--- src/rtl/avst_packet_summer.sv ---
// avst_packet_summer: sums an Avalon-ST packet and re-emits the sum as a SUM_W/DATA_W-beat packet
// Optional build macro AVST_SUM_SAT_EN selects saturating accumulation instead of wrap-around.
module avst_packet_summer #(
  parameter int DATA_W    = 8,
  parameter int SUM_W     = 32,
  parameter int MSB_FIRST = 1
) (
  input  logic              clk,
  input  logic              reset,
  input  logic [DATA_W-1:0] in_data,
  input  logic              in_endofpacket,
  input  logic              in_valid,
  output logic              in_ready,
  output logic [DATA_W-1:0] out_data,
  output logic              out_startofpacket,
  output logic              out_endofpacket,
  output logic              out_valid,
  input  logic              out_ready
);
  localparam int NBEATS = SUM_W / DATA_W;
  localparam int IDX_W  = NBEATS > 1 ? $clog2(NBEATS) : 1;
  localparam logic [IDX_W-1:0] K_LAST = IDX_W'(NBEATS - 1);
  typedef enum logic {ACCUM, EMIT} state_t;
  state_t state_q, state_d;
  logic [SUM_W-1:0] sum_q, sum_d, hold_q, hold_d, acc;
  logic [IDX_W-1:0] k_q, k_d;
  logic [31:0] shift;
  generate
    if (SUM_W < DATA_W || SUM_W % DATA_W != 0) begin : g_chk
      $error("avst_packet_summer: SUM_W must be a nonzero multiple of DATA_W");
    end
  endgenerate
`ifdef AVST_SUM_SAT_EN
  logic [SUM_W:0] add;
  always_comb begin
    add = {1'b0, sum_q} + (SUM_W+1)'(in_data);
    acc = add[SUM_W] ? '1 : add[SUM_W-1:0];
  end
`else
  always_comb acc = sum_q + SUM_W'(in_data);
`endif
  always_ff @(posedge clk) begin
    if (reset) begin
      state_q <= ACCUM;
      sum_q   <= '0;
      hold_q  <= '0;
      k_q     <= '0;
    end else begin
      state_q <= state_d;
      sum_q   <= sum_d;
      hold_q  <= hold_d;
      k_q     <= k_d;
    end
  end
  always_comb begin
    state_d = state_q;
    sum_d   = sum_q;
    hold_d  = hold_q;
    k_d     = k_q;
    if (state_q == ACCUM) begin
      if (in_valid) begin
        sum_d = in_endofpacket ? '0 : acc;
        hold_d = in_endofpacket ? acc : hold_q;
        state_d = in_endofpacket ? EMIT : ACCUM;
      end
    end else if (out_ready) begin
      k_d = (k_q == K_LAST) ? '0 : k_q + IDX_W'(1);
      state_d = (k_q == K_LAST) ? ACCUM : EMIT;
    end
  end
  // beat k is taken from the top of the holding register down, or from the bottom up
  always_comb begin
    shift = (MSB_FIRST != 0) ? 32'(K_LAST - k_q) * DATA_W : 32'(k_q) * DATA_W;
    in_ready = state_q == ACCUM;
    out_valid = state_q == EMIT;
    out_startofpacket = out_valid && k_q == '0;
    out_endofpacket = out_valid && k_q == K_LAST;
    out_data = out_valid ? DATA_W'(hold_q >> shift) : '0;
  end
endmodule

--- config.mk ---
export PLATFORM = sky130hd
export DESIGN_NAME = avst_packet_summer
export DESIGN_NICKNAME = d
export VERILOG_FILES = /design/src/rtl/avst_packet_summer.sv
export SDC_FILE = /design/constraint.sdc
export NUM_CORES = 1
export LEC_CHECK = 0
export ABC_AREA = 0
export CAP_MARGIN = 20
export CELL_PAD_IN_SITES_DETAIL_PLACEMENT = 0
export CELL_PAD_IN_SITES_GLOBAL_PLACEMENT = 1
export CORE_MARGIN = 4
export CORE_UTILIZATION = 35
export DETAILED_ROUTE_END_ITERATION = 12
export PLACE_DENSITY = 0.65
export REMOVE_ABC_BUFFERS = 1
export SETUP_SLACK_MARGIN = 0.5
export SLEW_MARGIN = 20
export SYNTH_ARGS = -nofsm -noshare
export SYNTH_HDL_FRONTEND = slang
export SYNTH_SLANG_ARGS = --single-unit
--- constraint.sdc ---
create_clock -name clk -period 2.8 [get_ports clk]
set_input_delay 0.56 -clock clk [delete_from_list [all_inputs] [get_ports clk]]
set_output_delay 0.56 -clock clk [all_outputs]
set_load 0.01 [all_outputs]
# Word-level counts from Yosys, hierarchy flattened
# Index checks and enable logic that the tools add are counted.
totals:
  regBits: 67
  inputBits: 13
  output_inout_bits: 12
  elab_cells: 24
classes:
  n_addsub: 3
  eq_ne: 1
  shifts: 1
  n_mux: 8
  n_bitwise: 1
  n_reduce_logical: 6
op_table:
  columns: ["op", "n"]
  rows:
  - ["adder 32 x 8 -> 32 bit", 1]
  - ["2-to-1 mux 32 bit", 1]
  - [">> shifter 32 x 32 -> 8 bit", 1]
  - ["2-to-1 mux 8 bit", 1]
  - ["2-to-1 mux 1 bit", 5]
  - ["AND reduction 2 bit", 2]
  - ["AND reduction 3 bit", 1]
  - ["subtractor 2 x 2 -> 3 bit, first input constant", 1]
  - ["adder 2 x 1 -> 2 bit, second input constant", 1]
  - ["equality test 2 bit, second input constant", 1]
  - ["logical AND 1 bit", 2]
  - ["logical NOT 2 bit", 1]
  - ["2-to-1 mux 2 bit", 1]
  - ["NOT 1 bit", 1]

# Depth between registers and ports, before layout
# Gate-level depths: netlist of run 1.
logic_depth:
  ltp_word: 4
  ltp_mapped: 9
  mapped_depth_nobuf: 8

# Least setup slack after synthesis of run 1
# OpenSTA, ideal clock, no wires.
synth_path:
  path_kind: "in2reg"
  start: "in in_data[0]"
  end: "reg hold_q[28]"
  arrival_time_ps: 2353
  slack_ps: 361
  path_stages: 9
  n_path_buf: 1
  cell_sequence: "ha_1 > fa_1 > a211oi_1 > o21a_1 > a21oi_2 > buf_6 > and3_2 > xnor2_1 > a211oi_1"
synth_via:
  elab_chain_cells: 1
synth_lines:
  columns: ["item", "line_no", "source"]
  rows:
  - ["from (decl)", "10", "input logic [DATA_W-1:0] in_data,"]
  - ["adder 32 x 8 -> 32 bit", "40", "always_comb acc = sum_q + SUM_W'(in_data);"]
  - ["to (signal assigned)", "51", "hold_q <= hold_d;"]
  - ["to (decl)", "25", "logic [SUM_W-1:0] sum_q, sum_d, hold_q, hold_d, acc;"]
# No other way between the ends.
# A chain may end at the register's enable or synchronous reset.

# Worst setup path in the final report of run 1
layout_path:
  start: "reg k_q[0]"
  end: "out out_data[3]"
layout_via:
  elab_chain_cells: 3
layout_lines:
  columns: ["item", "line_no", "source"]
  rows:
  - ["from (decl)", "26", "logic [IDX_W-1:0] k_q, k_d;"]
  - ["from (signal assigned)", "52", "k_q <= k_d;"]
  - ["subtractor 2 x 2 -> 3 bit", "73", "shift = (MSB_FIRST != 0) ? 32'(K_LAST - k_q) * DATA_W : 32'(k_q) * DATA_W;"]
  - [">> shifter 32 x 32 -> 8 bit", "78", "out_data = out_valid ? DATA_W'(hold_q >> shift) : '0;"]
  - ["2-to-1 mux 8 bit", "78", null]
  - ["to (decl)", "14", "output logic [DATA_W-1:0] out_data,"]
# No other way between the ends.

==> results.txt, run 1 <==
- Fillcell total: 980
- STA puts the critical path data arrival time at 1.74 ns.
- OpenSTA, run right after detailed placement, puts the worst setup slack at -0.2780 ns.
- RSZ-0062 raised after global routing: true
- Counting I/O delays and the setup requirement, the final critical path takes 2.301 ns.
- Adding up every negative setup slack in the final design gives 0 ns.
- For this run, the leading register cell type out of synthesis is sky130_fd_sc_hd__dfxtp_1.
- The synthesized design contains 67 register bits.
- The largest total area in the synthesized netlist belongs to sky130_fd_sc_hd__dfxtp_1.
- GP Congestion: 0.7673
* Clock buffers created by TritonCTS: 9
- Number of antenna repair diodes: 0
- Leak: 1.820 nW
* Transition at the pin with the smallest max-transition slack: 0.4481 ns
- The flow ran to the end, and the final reports show no timing, DRC or antenna violations.
* DRT iter0 DRCs: 204
* Slew headroom: 70.05%
* Largest incremental delay on the critical path: 0.47 ns
- The placed instances occupy a cell area of 4204 sq um.
* Detailed-route wire length per cell: 17.13 microns
- The routed layout has 3327 vias.
- Clock-pin slew was measured on the worst setup and hold paths at 0.08 ns.
- Measured along the x axis, the die boundary spans 111.1 microns.
- Latest clock arrival within the worst-skew pair: 0.35 ns
* First-pass iteration count of the detailed router: 4
* Core occupancy in the finished layout: 47.74%
* Share of cells above drive strength 1: 27.40%
- Number of max-slew violations in the final report: 0
- Worst Setup End Kind: output pin
- Min-delay src: hold_q[3]
- The finished cells cover 4928 sq um.
* Number of buffers between clock root and the deepest sink: 2
- Die area: 12350 sq um
- The number of antenna violations at the first check in global routing is 0.
- Effective utilization at floorplan: 36.06%
- In this run the worst path has a maximum fanout of 5.
* FMAX: 0.4346 GHz
* CTS root buffer: sky130_fd_sc_hd__clkbuf_8
* Crit Reg-Reg Endpoint: hold_q[23]
* WHS: 0.4560 ns
- Most used standard cells in the synthesized netlist: sky130_fd_sc_hd__dfxtp_1, sky130_fd_sc_hd__nand2_1, sky130_fd_sc_hd__nor2_1, sky130_fd_sc_hd__a21oi_1, sky130_fd_sc_hd__a211oi_1
* Number of levels in the clock H-tree: 3
* Clock net sink count: 67
- In this run the core area contains 37 standard-cell rows.
- R2R setup slack: 0.62 ns
* Final critical-path share of the clock period: 82.18%
- Yosys warning count: 0
- The number of global-route vias before repair came to 3204.
- Post-synthesis cell count: 421
- Total congestion overflow after global routing: 0
- Total track usage: 17.26%
- Count leader, synth: sky130_fd_sc_hd__dfxtp_1
- Dividing total power by cell area gives a power density of 478.2 nW/um^2.
* Wire length reported by the detailed router: 10.71 mm
- For this design, the slowest cell found on the critical path is sky130_fd_sc_hd__mux4_2.
- Drc violations: 0
- I/O pins: 25
* Number of cells on the worst hold path: 2
- Of the synthesized area, sequential elements account for 36.03%.
* Total standard cell area after synthesis: 3722 sq um
- Type of the worst setup path: reg -> out
- Setup violations remaining at the end of the flow were counted as 0.
* Number of buffers inserted by port buffering: 24
- Number of buffers added to fix hold violations after cts: 0
- HPWL after detailed placement: 7.189 mm
* Ys async rst share: 0%
* Skew final: 0.01109 ns
- Max-cap violations in this run came to 0.
* Crit-path cells: buf_4 -> mux4_2 -> and2_1 -> dlygate4sd2_1
- Total power after layout: 2.357 mW
- For this run, the post-layout net count is 508.
* Wire length of the first global-routing pass: 17.06 mm
- Number of nets still failing antenna checks after routing: 0
* Final setup margin: 0.4990 ns
* Finished Layout Cells: 625
- Req. time, crit path: 2.24 ns
- The number of placed instances, taps included, is 585.
* Worst hold path endpoint: hold_q[3]
- Largest net degree at the start of global routing: 56
* Clock tree from TritonCTS: yes
- Worst reg2reg path depth: 10
- Critical R2R Launch: sum_q[1]
- In this run the worst hold path is classified as reg -> reg.
* Yosys cell types: 52
* Total core area: 10320 sq um
* Area contributors post-synth: sky130_fd_sc_hd__dfxtp_1, sky130_fd_sc_hd__a211oi_1, sky130_fd_sc_hd__mux4_2, sky130_fd_sc_hd__nand2_1, sky130_fd_sc_hd__a21oi_1
* Portion of synthesized cell area occupied by the leading cell type: 36.03%
* Mean Syn Cell Area: 8.842 sq um
- STA classifies the critical path startpoint as a flip-flop.
- In this run the vertical extent of the chip is 111.1 microns.
- The hold violation count in the final report is 0.
- VDD IR max: 0.2939 mV
* Synthesis-to-finish area growth: 32.40%
- Using the TritonRoute via totals, the vias-per-cell ratio works out to 5.323.
- Count of flip-flops with a built-in enable after synthesis: 0
==> routing by layer <==
layer,vias up,track usage [%],share of wire (%)
li1,1666,-,-
met1,1585,23.27,47
met2,62,27.79,47
met3,14,3.221,4.0
met4,0,5.921,1.9
met5,-,0,0
==> logic make-up (layout without fill, tap and decap cells) <==
family	Yosys count	count (layout)	share of synthesized area [%]
flops	67	67	36.03
simple gates	147	147	20.27
xor+xnor	29	29	6.823
fa+ha+maj	11	11	3.899
mux	9	9	5.109
buf+inv	38	105	5.983
compound gates	120	121	21.88
==> worst max path at each step <==
stage,start,endpoint,slack [ns],cells past startpoint
6_report,k_q[0],out_data[3],0.50,4
4_1_cts,k_q[0],out_data[4],0.37,4
2_1_floorplan,in_data[0],hold_q[26],0.35,8
3_5_place_dp,in_data[0],sum_q[24],-0.28,9
5_1_grt,k_q[0],out_data[3],0.43,4
3_3_place_gp,in_data[0],hold_q[26],-0.25,9
==> state kept, by name (all words and copies together) (netlist names) <==
signal,flops
sum_q,32
out_valid,1
k_q,2
hold_q,32
==> final cells by class <==
type,count,area [sq um],share of cell area (%)
multi-input combinational,317,2431,49.33
clock inverter,7,125.1,2.539
timing repair buffer,81,699.4,14.19
inverter,8,30.03,0.6093
clock buffer,9,123.9,2.513
sequential,67,1349,27.37
tap,136,170.2,3.453
==> where the power goes <==
part           internal, mW  switching [mW]
Combinational         0.157           0.179
Sequential            0.989          0.0301
Clock                 0.599           0.403
==> cells in the final DEF, fill, tap and decap left out, drive strengths merged, types with 2 or more instances in the layout <==
| cell | instances |
|---|---|
| dfxtp | 67 |
| buf | 58 |
| nand2 | 41 |
| nor2 | 40 |
| a21oi | 32 |
| a211oi | 26 |
| a31oi | 18 |
| xor2 | 16 |
| and2 | 16 |
| xnor2 | 13 |
| clkbuf | 13 |
| o21ai | 12 |
| nand3b | 10 |
| o2111ai | 10 |
| ha | 10 |
| inv | 9 |
| mux4 | 8 |
| or3 | 8 |
| nand3 | 8 |
| and3 | 7 |
| dlygate4sd2 | 6 |
| a21o | 6 |
| a22oi | 5 |
| clkdlybuf4s50 | 5 |
| clkdlybuf4s15 | 5 |
| nor3 | 4 |
| o211ai | 3 |
| nand2b | 3 |
| bufinv | 3 |
| clkinv | 3 |
| dlymetal6s2s | 3 |
| nand4 | 3 |
| and4 | 3 |
| nor2b | 2 |
| o31ai | 2 |
| a32o | 2 |
| o21a | 2 |
==> worst max-delay path: cells and delay by family, from the launching register on <==
family	cells	cell delay, ns
buffers and inverters	2	0.38
muxes	1	0.47
DFF	1	0.38
and+or+nand+nor	1	0.16
==> what timing repair did <==
action / in CTS / in global routing
hold endpoints to repair: 0 / 0
setup endpoints to repair: 61 / 43
gates resized for setup: 60 / 28
pin swaps: 25 / 19
buffers inserted: 16 / 6
cloned: 2 / 0
(Power assumes the default switching activity.)
==> run 2: changes to the inputs <==
--- a/config.mk
+++ b/config.mk
@@ -12,7 +12,7 @@
 export CORE_MARGIN = 4
 export CORE_UTILIZATION = 35
 export DETAILED_ROUTE_END_ITERATION = 12
-export PLACE_DENSITY = 0.65
+export PLACE_DENSITY = 0.68
 export REMOVE_ABC_BUFFERS = 1
 export SETUP_SLACK_MARGIN = 0.5
 export SLEW_MARGIN = 20
==> constraint.sdc (replaced) <==
create_clock -name clk -period 2 [get_ports clk]
set_input_delay 0.4 -clock clk [delete_from_list [all_inputs] [get_ports clk]]
set_output_delay 0.4 -clock clk [all_outputs]
set_load 0.01 [all_outputs]
==> run 2 against run 1 <==
Net effect: the flow now finishes with violations (setup timing); clock skew up 0.0034 ns; flip-flop and latch count stayed put; global-route usage is 1.0 points higher; combinational power grew 96%; register-to-register slack got worse by 0.81 ns; critical endpoint is now sum_q[11]; largest cell class unchanged.
==> results.txt, run 2 (same netlist as run 1, synthesis figures left out) <==
- Along the worst path, the maximum fanout reaches 6.
- Skew final: 0.01451 ns
- The max-slew violation count is 0.
- Row generation in the floorplan step produced 37 rows.
* Floorplan die width: 111.1 microns
* Number of antenna repair diodes: 0
- The die covers 12350 sq um.
* Final count of negative-setup-slack endpoints: 42
- Via count of the first global-routing pass: 3383
* Number of levels in the clock H-tree: 3
- Derived from the worst setup path, the maximum achievable clock frequency is 0.4567 GHz.
- CTS root buffer: sky130_fd_sc_hd__clkbuf_8
- The total overflow left after global routing is 0.
- Total core area: 10320 sq um
- Fill cells in the final layout number 876.
- The later pin in the worst-skew pair is clocked with a latency of 0.36 ns.
- Final setup margin: -0.1896 ns
- GP Congestion: 0.8188
- Total power after layout: 3.491 mW
* Setup TNS Final: -2.292 ns
- After clock tree synthesis, the clock-pin slew on the worst setup and hold paths is 0.09 ns.
* Most frequent cells in the layout: sky130_fd_sc_hd__dfxtp_1, sky130_fd_sc_hd__buf_4, sky130_fd_sc_hd__nor2_1, sky130_fd_sc_hd__buf_6, sky130_fd_sc_hd__nand2_1
- By startpoint and endpoint, the worst setup path is classified as reg -> reg.
- Dividing the detail-routed wire length by the instance count gives 17.92 microns.
* Number of buffers added to fix hold violations after cts: 0
* Effective utilization at floorplan: 36.06%
* Wire length of the first global-routing pass: 18.02 mm
* HPWL after detailed placement: 7.423 mm
- I/O pins: 25
* Max-cap viol count: 0
* Clock tree from TritonCTS: yes
* Time the final worst path needs with I/O delays and setup: 2.190 ns
- Share of cells above drive strength 1: 48.85%
- The final reports fail on setup timing.
* Wire length reported by the detailed router: 11.83 mm
- Initial antenna violation count: 0
- First-pass iteration count of the detailed router: 4
* Largest registers in the final layout: hold_q (32), sum_q (32), k_q (2)
- Setup repair after global routing could not meet its margin everywhere.
* Startpoint types: flip-flop
- Entering global routing, the biggest net connects 31 pins.
- Mean number of vias per cell: 5.353
- Number of nets still failing antenna checks after routing: 0
- After routing the design area is 5914 sq um.
- Worst Setup End Kind: flip-flop
- In this run the tool buffered the top-level ports with 24 buffer cells.
- Req. time, crit path: 2.28 ns
* Clock buffers created by TritonCTS: 9
- Slew headroom: 66.23%
* Routed via count: 3533
* Clock net sink count: 67
* Total count of hold-check failures in the final report: 0
- Global routing used 18.31% of the available tracks.
- IR analysis of the VDD net gives a maximum drop of 0.2755 mV.
* Run status: complete, but fails checks
- Min-delay worst type: in -> reg
* Worst Path Arrival: 2.47 ns
- R2R setup slack: -0.19 ns
- DRT iter0 DRCs: 204
* Net total in the final layout: 543
- For this design the ratio of total power to cell area is 590.2 nW/um^2.
* Drc violations: 0
- Synthesis-to-finish area growth: 58.89%
* Number of buffers between clock root and the deepest sink: 2
- Final critical-path share of the clock period: 109.5%
- Leading cell type in the layout, fill and taps excluded: sky130_fd_sc_hd__dfxtp_1
* Vertical extent of the die: 111.1 microns
- Cell Area, Placed: 4472 sq um
- For the pin with the worst max-slew slack, the measured transition is 0.5047 ns.
* Leak: 2.119 nW
==> run 2: layout make-up <==
class / count / area [sq um] / share of cell area, %
clock inverters: 6 / 113.9 / 1.925
flip-flops and latches: 67 / 1358 / 22.95
repair buffers: 116 / 1164 / 19.67
inverters: 8 / 37.54 / 0.6347
well taps: 136 / 170.2 / 2.877
multi-input cells: 317 / 2944 / 49.78
clock buffers: 10 / 127.6 / 2.158
==> run 2: where the power goes <==
part	leakage (nW)	switching, mW	internal (mW)
registers	0.550	0.0391	1.39
logic	1.46	0.331	0.326
clock network	0.113	0.578	0.831
total	2.12	0.949	2.54
==> run 2: critical path: stages (launching register included) <==
cell and delay [ns]:
sky130_fd_sc_hd__dfxtp_2 0.34, sky130_fd_sc_hd__ha_4 0.27, sky130_fd_sc_hd__a21oi_4 0.05, sky130_fd_sc_hd__nand4b_1 0.28, sky130_fd_sc_hd__a21oi_4 0.29, sky130_fd_sc_hd__buf_6 0.18, sky130_fd_sc_hd__o2111ai_4 0.16, sky130_fd_sc_hd__or3_1 0.39
sky130_fd_sc_hd__a31oi_1 0.15
==> run 2: through the flow <==
stage                     utilization [%]  hold slack (ns)  cells  worst slack [ns]
after detailed placement            43.32           0.4473    614           -0.8583
after CTS                           51.61           0.3762    645          -0.09042
after global placement              43.32           0.4421    614           -0.8311
final                               57.29           0.3942    660           -0.1896
after floorplan                         -           0.4271    391           -0.2925
after global routing                57.29           0.4181    660           -0.2568
==> run 2: path summary, 6_finish.rpt <==
path	from	endpoint	cells after the start
hold reg to reg	hold_q[8]	hold_q[8]	2
setup / recovery	sum_q[1]	sum_q[11]	8
setup reg to reg	sum_q[1]	sum_q[11]	8
hold / removal	reset	hold_q[13]	2
==> run 2: metal layers <==
metal / track usage, % / part of all wire [%]
met1: 23.78 / 44
met2: 30.06 / 50
met3: 2.729 / 3.6
met4: 8.354 / 2.4
met5: 0 / 0
==> run 2: repair_timing <==
item,CTS,global route
gates resized for setup,169,86
cloned,3,3
setup buffers,12,12
endpoints found under the setup margin,73,74
pin swaps,82,52
==> run 3: changes to the inputs <==
--- a/config.mk
+++ b/config.mk
@@ -5,7 +5,6 @@
 export SDC_FILE = /design/constraint.sdc
 export NUM_CORES = 1
 export LEC_CHECK = 0
-export ABC_AREA = 0
 export CAP_MARGIN = 20
 export CELL_PAD_IN_SITES_DETAIL_PLACEMENT = 0
 export CELL_PAD_IN_SITES_GLOBAL_PLACEMENT = 1
@@ -19,3 +18,4 @@
 export SYNTH_ARGS = -nofsm -noshare
 export SYNTH_HDL_FRONTEND = slang
 export SYNTH_SLANG_ARGS = --single-unit
+export TNS_END_PERCENT = 5
==> run 3 against run 2 <==
Net effect: the flow still finishes with violations (setup timing); register-to-register slack worse by 0.02 ns; critical endpoint is now hold_q[17]; power is 3.1% lower; global-route usage is 0.22 points lower; combinational power is 14% lower; largest power group unchanged; sequential share of layout area is 2.1 points higher; first-iteration DRC count is 2.0% higher.
==> results.txt, run 3 (same netlist as run 1, synthesis figures left out) <==
- The hold violation count in the final report came to 0.
- Cell Area, Placed: 4472 sq um
- The design draws 3.382 mW.
- Via count of the first global-routing pass: 3299
- Largest incremental delay on the critical path: 0.36 ns
* Skew final: 0.01061 ns
* Leak: 1.977 nW
- Transition at the pin with the smallest max-transition slack: 0.5077 ns
- Min-delay worst type: in -> reg
- Final setup margin: -0.2105 ns
* Wire length of the first global-routing pass: 17.77 mm
- VDD sags by at most 0.2902 mV.
- Max-cap viol count: 0
- Routability-driven placement finished with a final weighted congestion of 0.8188.
- The most numerous cell type found on the critical path is sky130_fd_sc_hd__a21oi_4.
- The worst path in the final design needs a cycle of 2.211 ns, including I/O delays and setup.
- The worst path uses 110.5% of the clock period.
* Run status: complete, but fails checks
- Leading cell type in the layout, fill and taps excluded: sky130_fd_sc_hd__buf_4
- Number of buffers inserted by port buffering: 24
- Die area: 12350 sq um
- Setup repair after global routing could not meet its margin everywhere.
- Clock net sink count: 67
- The worst setup path is of the reg -> reg kind.
* Total core area: 10320 sq um
- Floorplan die width: 111.1 microns
- The final reports fail on setup timing.
* Number of standard-cell rows in the floorplan: 37
* Cell class contributing the biggest share of worst-path delay: compound AO/OA/AOI/OAI gates
* Core occupancy in the finished layout: 52.39%
- Most frequent cells in the layout: sky130_fd_sc_hd__buf_4, sky130_fd_sc_hd__dfxtp_1, sky130_fd_sc_hd__nor2_1, sky130_fd_sc_hd__nand2_1, sky130_fd_sc_hd__a21oi_1
- Number of max-slew violations in the final report: 0
* Wire length reported by the detailed router: 11.16 mm
- The number of antenna violations at the first check in global routing was 0.
- Number of levels in the clock H-tree: 3
- Vertical extent of the die: 111.1 microns
* Startpoint types: flip-flop
* Synthesis-to-finish area growth: 45.31%
- Worst Path Arrival: 2.43 ns
- CP max stage cell: sky130_fd_sc_hd__dfxtp_4
- The later pin in the worst-skew pair is clocked with a latency of 0.36 ns.
- Of all nets on the critical path, the largest fanout is 6.
- The final route contains 3415 vias.
- The initial utilization of the core area, before any placement, comes to 36.06%.
- The final layout contains 532 nets.
* Final count of negative-setup-slack endpoints: 28
- Slew headroom: 66.03%
- Total track usage: 18.09%
- Using the TritonRoute via totals, the vias-per-cell ratio works out to 5.262.
* Bufs and invs on worst path: 2
* Power density over the cells: 625.2 nW/um^2
- Dividing the detail-routed wire length by the instance count gives 17.20 microns.
- Entering global routing, the biggest net connects 31 pins.
* Drc violations: 0
* Number of antenna repair diodes: 0
- Req. time, crit path: 2.22 ns
- In this run the remaining antenna-violating nets after routing total 0.
- FMAX: 0.4524 GHz
- For this design, the CTS-stage hold fixing added 0 buffers.
- Share of cells above drive strength 1: 40.74%
* CTS root buffer: sky130_fd_sc_hd__clkbuf_8
* Clk pin slew, worst setup/hold paths: 0.08 ns
- Clock buffers created by TritonCTS: 9
- Clock tree from TritonCTS: yes
- I/O pins: 25
* Number of buffers between clock root and the deepest sink: 2
* Worst Setup End Kind: flip-flop
- Final cell area excluding filler cells: 5409 sq um
- Largest registers in the final layout: hold_q (32), sum_q (32), k_q (2)
- Setup TNS Final: -1.798 ns
- Total congestion overflow after global routing: 0
* First-pass iteration count of the detailed router: 4
- HPWL after detailed placement: 7.423 mm
- For this block, the initial DRC count from the detailed router was 208.
* Crit-path cells: ha_4 -> a21oi_4 -> nand4b_1 -> a21oi_4 -> buf_6 -> buf_4 -> o2111ai_2 -> xnor2_1 -> a211oi_1
run 3: changes by cell type in the layout (fill, tap and decap cells not counted), moves of 4 or more:
| cell | before | now |
|---|---|---|
| sky130_fd_sc_hd__xor2_1 | 5 | 12 |
| sky130_fd_sc_hd__buf_6 | 35 | 19 |
| sky130_fd_sc_hd__buf_2 | 2 | 6 |
| sky130_fd_sc_hd__xor2_2 | 11 | 4 |
| sky130_fd_sc_hd__nand2_1 | 34 | 38 |
| sky130_fd_sc_hd__a21oi_1 | 18 | 22 |
| sky130_fd_sc_hd__buf_4 | 56 | 61 |
| sky130_fd_sc_hd__a211oi_2 | 12 | 6 |
| sky130_fd_sc_hd__a211oi_1 | 13 | 19 |
run 3: final timing paths:
| path | from | to | slack [ns] | depth (start not counted) |
|---|---|---|---|---|
| worst max register to register | sum_q[1] | hold_q[17] | -0.21 | 9 |
| worst max-delay path | sum_q[1] | hold_q[17] | -0.21 | 9 |
| worst min-delay path | reset | hold_q[8] | 0.40 | 2 |
| worst min register to register | hold_q[8] | hold_q[8] | 0.46 | 2 |
run 3: report_power, final:
part	internal, mW	total [mW]	switching (mW)
sequential	1.38	1.42	0.0378
combinational	0.274	0.563	0.289
clock	0.831	1.40	0.566
run 3: layer usage:
layer  vias to the layer above  wire [microns]  global-route usage, %  part of all wire [%]
met4                         0             219                  6.894                   2.0
met2                        47            5517                  29.33                    49
met5                         -               0                      0                     0
li1                       1711               -                      -                     -
met3                        17             218                  2.948                   2.0
met1                      1640            5206                  24.21                    47
run 3: layout make-up:
type,count,area [sq um]
clock buffers,10,127.6
clock inverters,6,113.9
fillers,942,4915
inverters,8,30.03
multi-input cells,317,2655
flip-flops and latches,67,1358
well taps,136,170.2
repair buffers,105,954.7
run 3: through the flow:
stage,hold slack (ns),cells,worst slack [ns]
CTS,0.3762,639,-0.1330
detailed placement,0.4473,614,-0.8583
finish,0.4032,649,-0.2105
floorplan,0.4271,391,-0.2925
global route,0.4198,649,-0.2624
global placement,0.4421,614,-0.8311
run 3: timing repair:
| action | CTS | global route |
|---|---|---|
| cloned | 3 | 0 |
| endpoints found under the setup margin | 73 | 74 |
| pin swaps | 67 | 28 |
| resized for setup | 125 | 55 |
| buffers inserted | 6 | 10 |
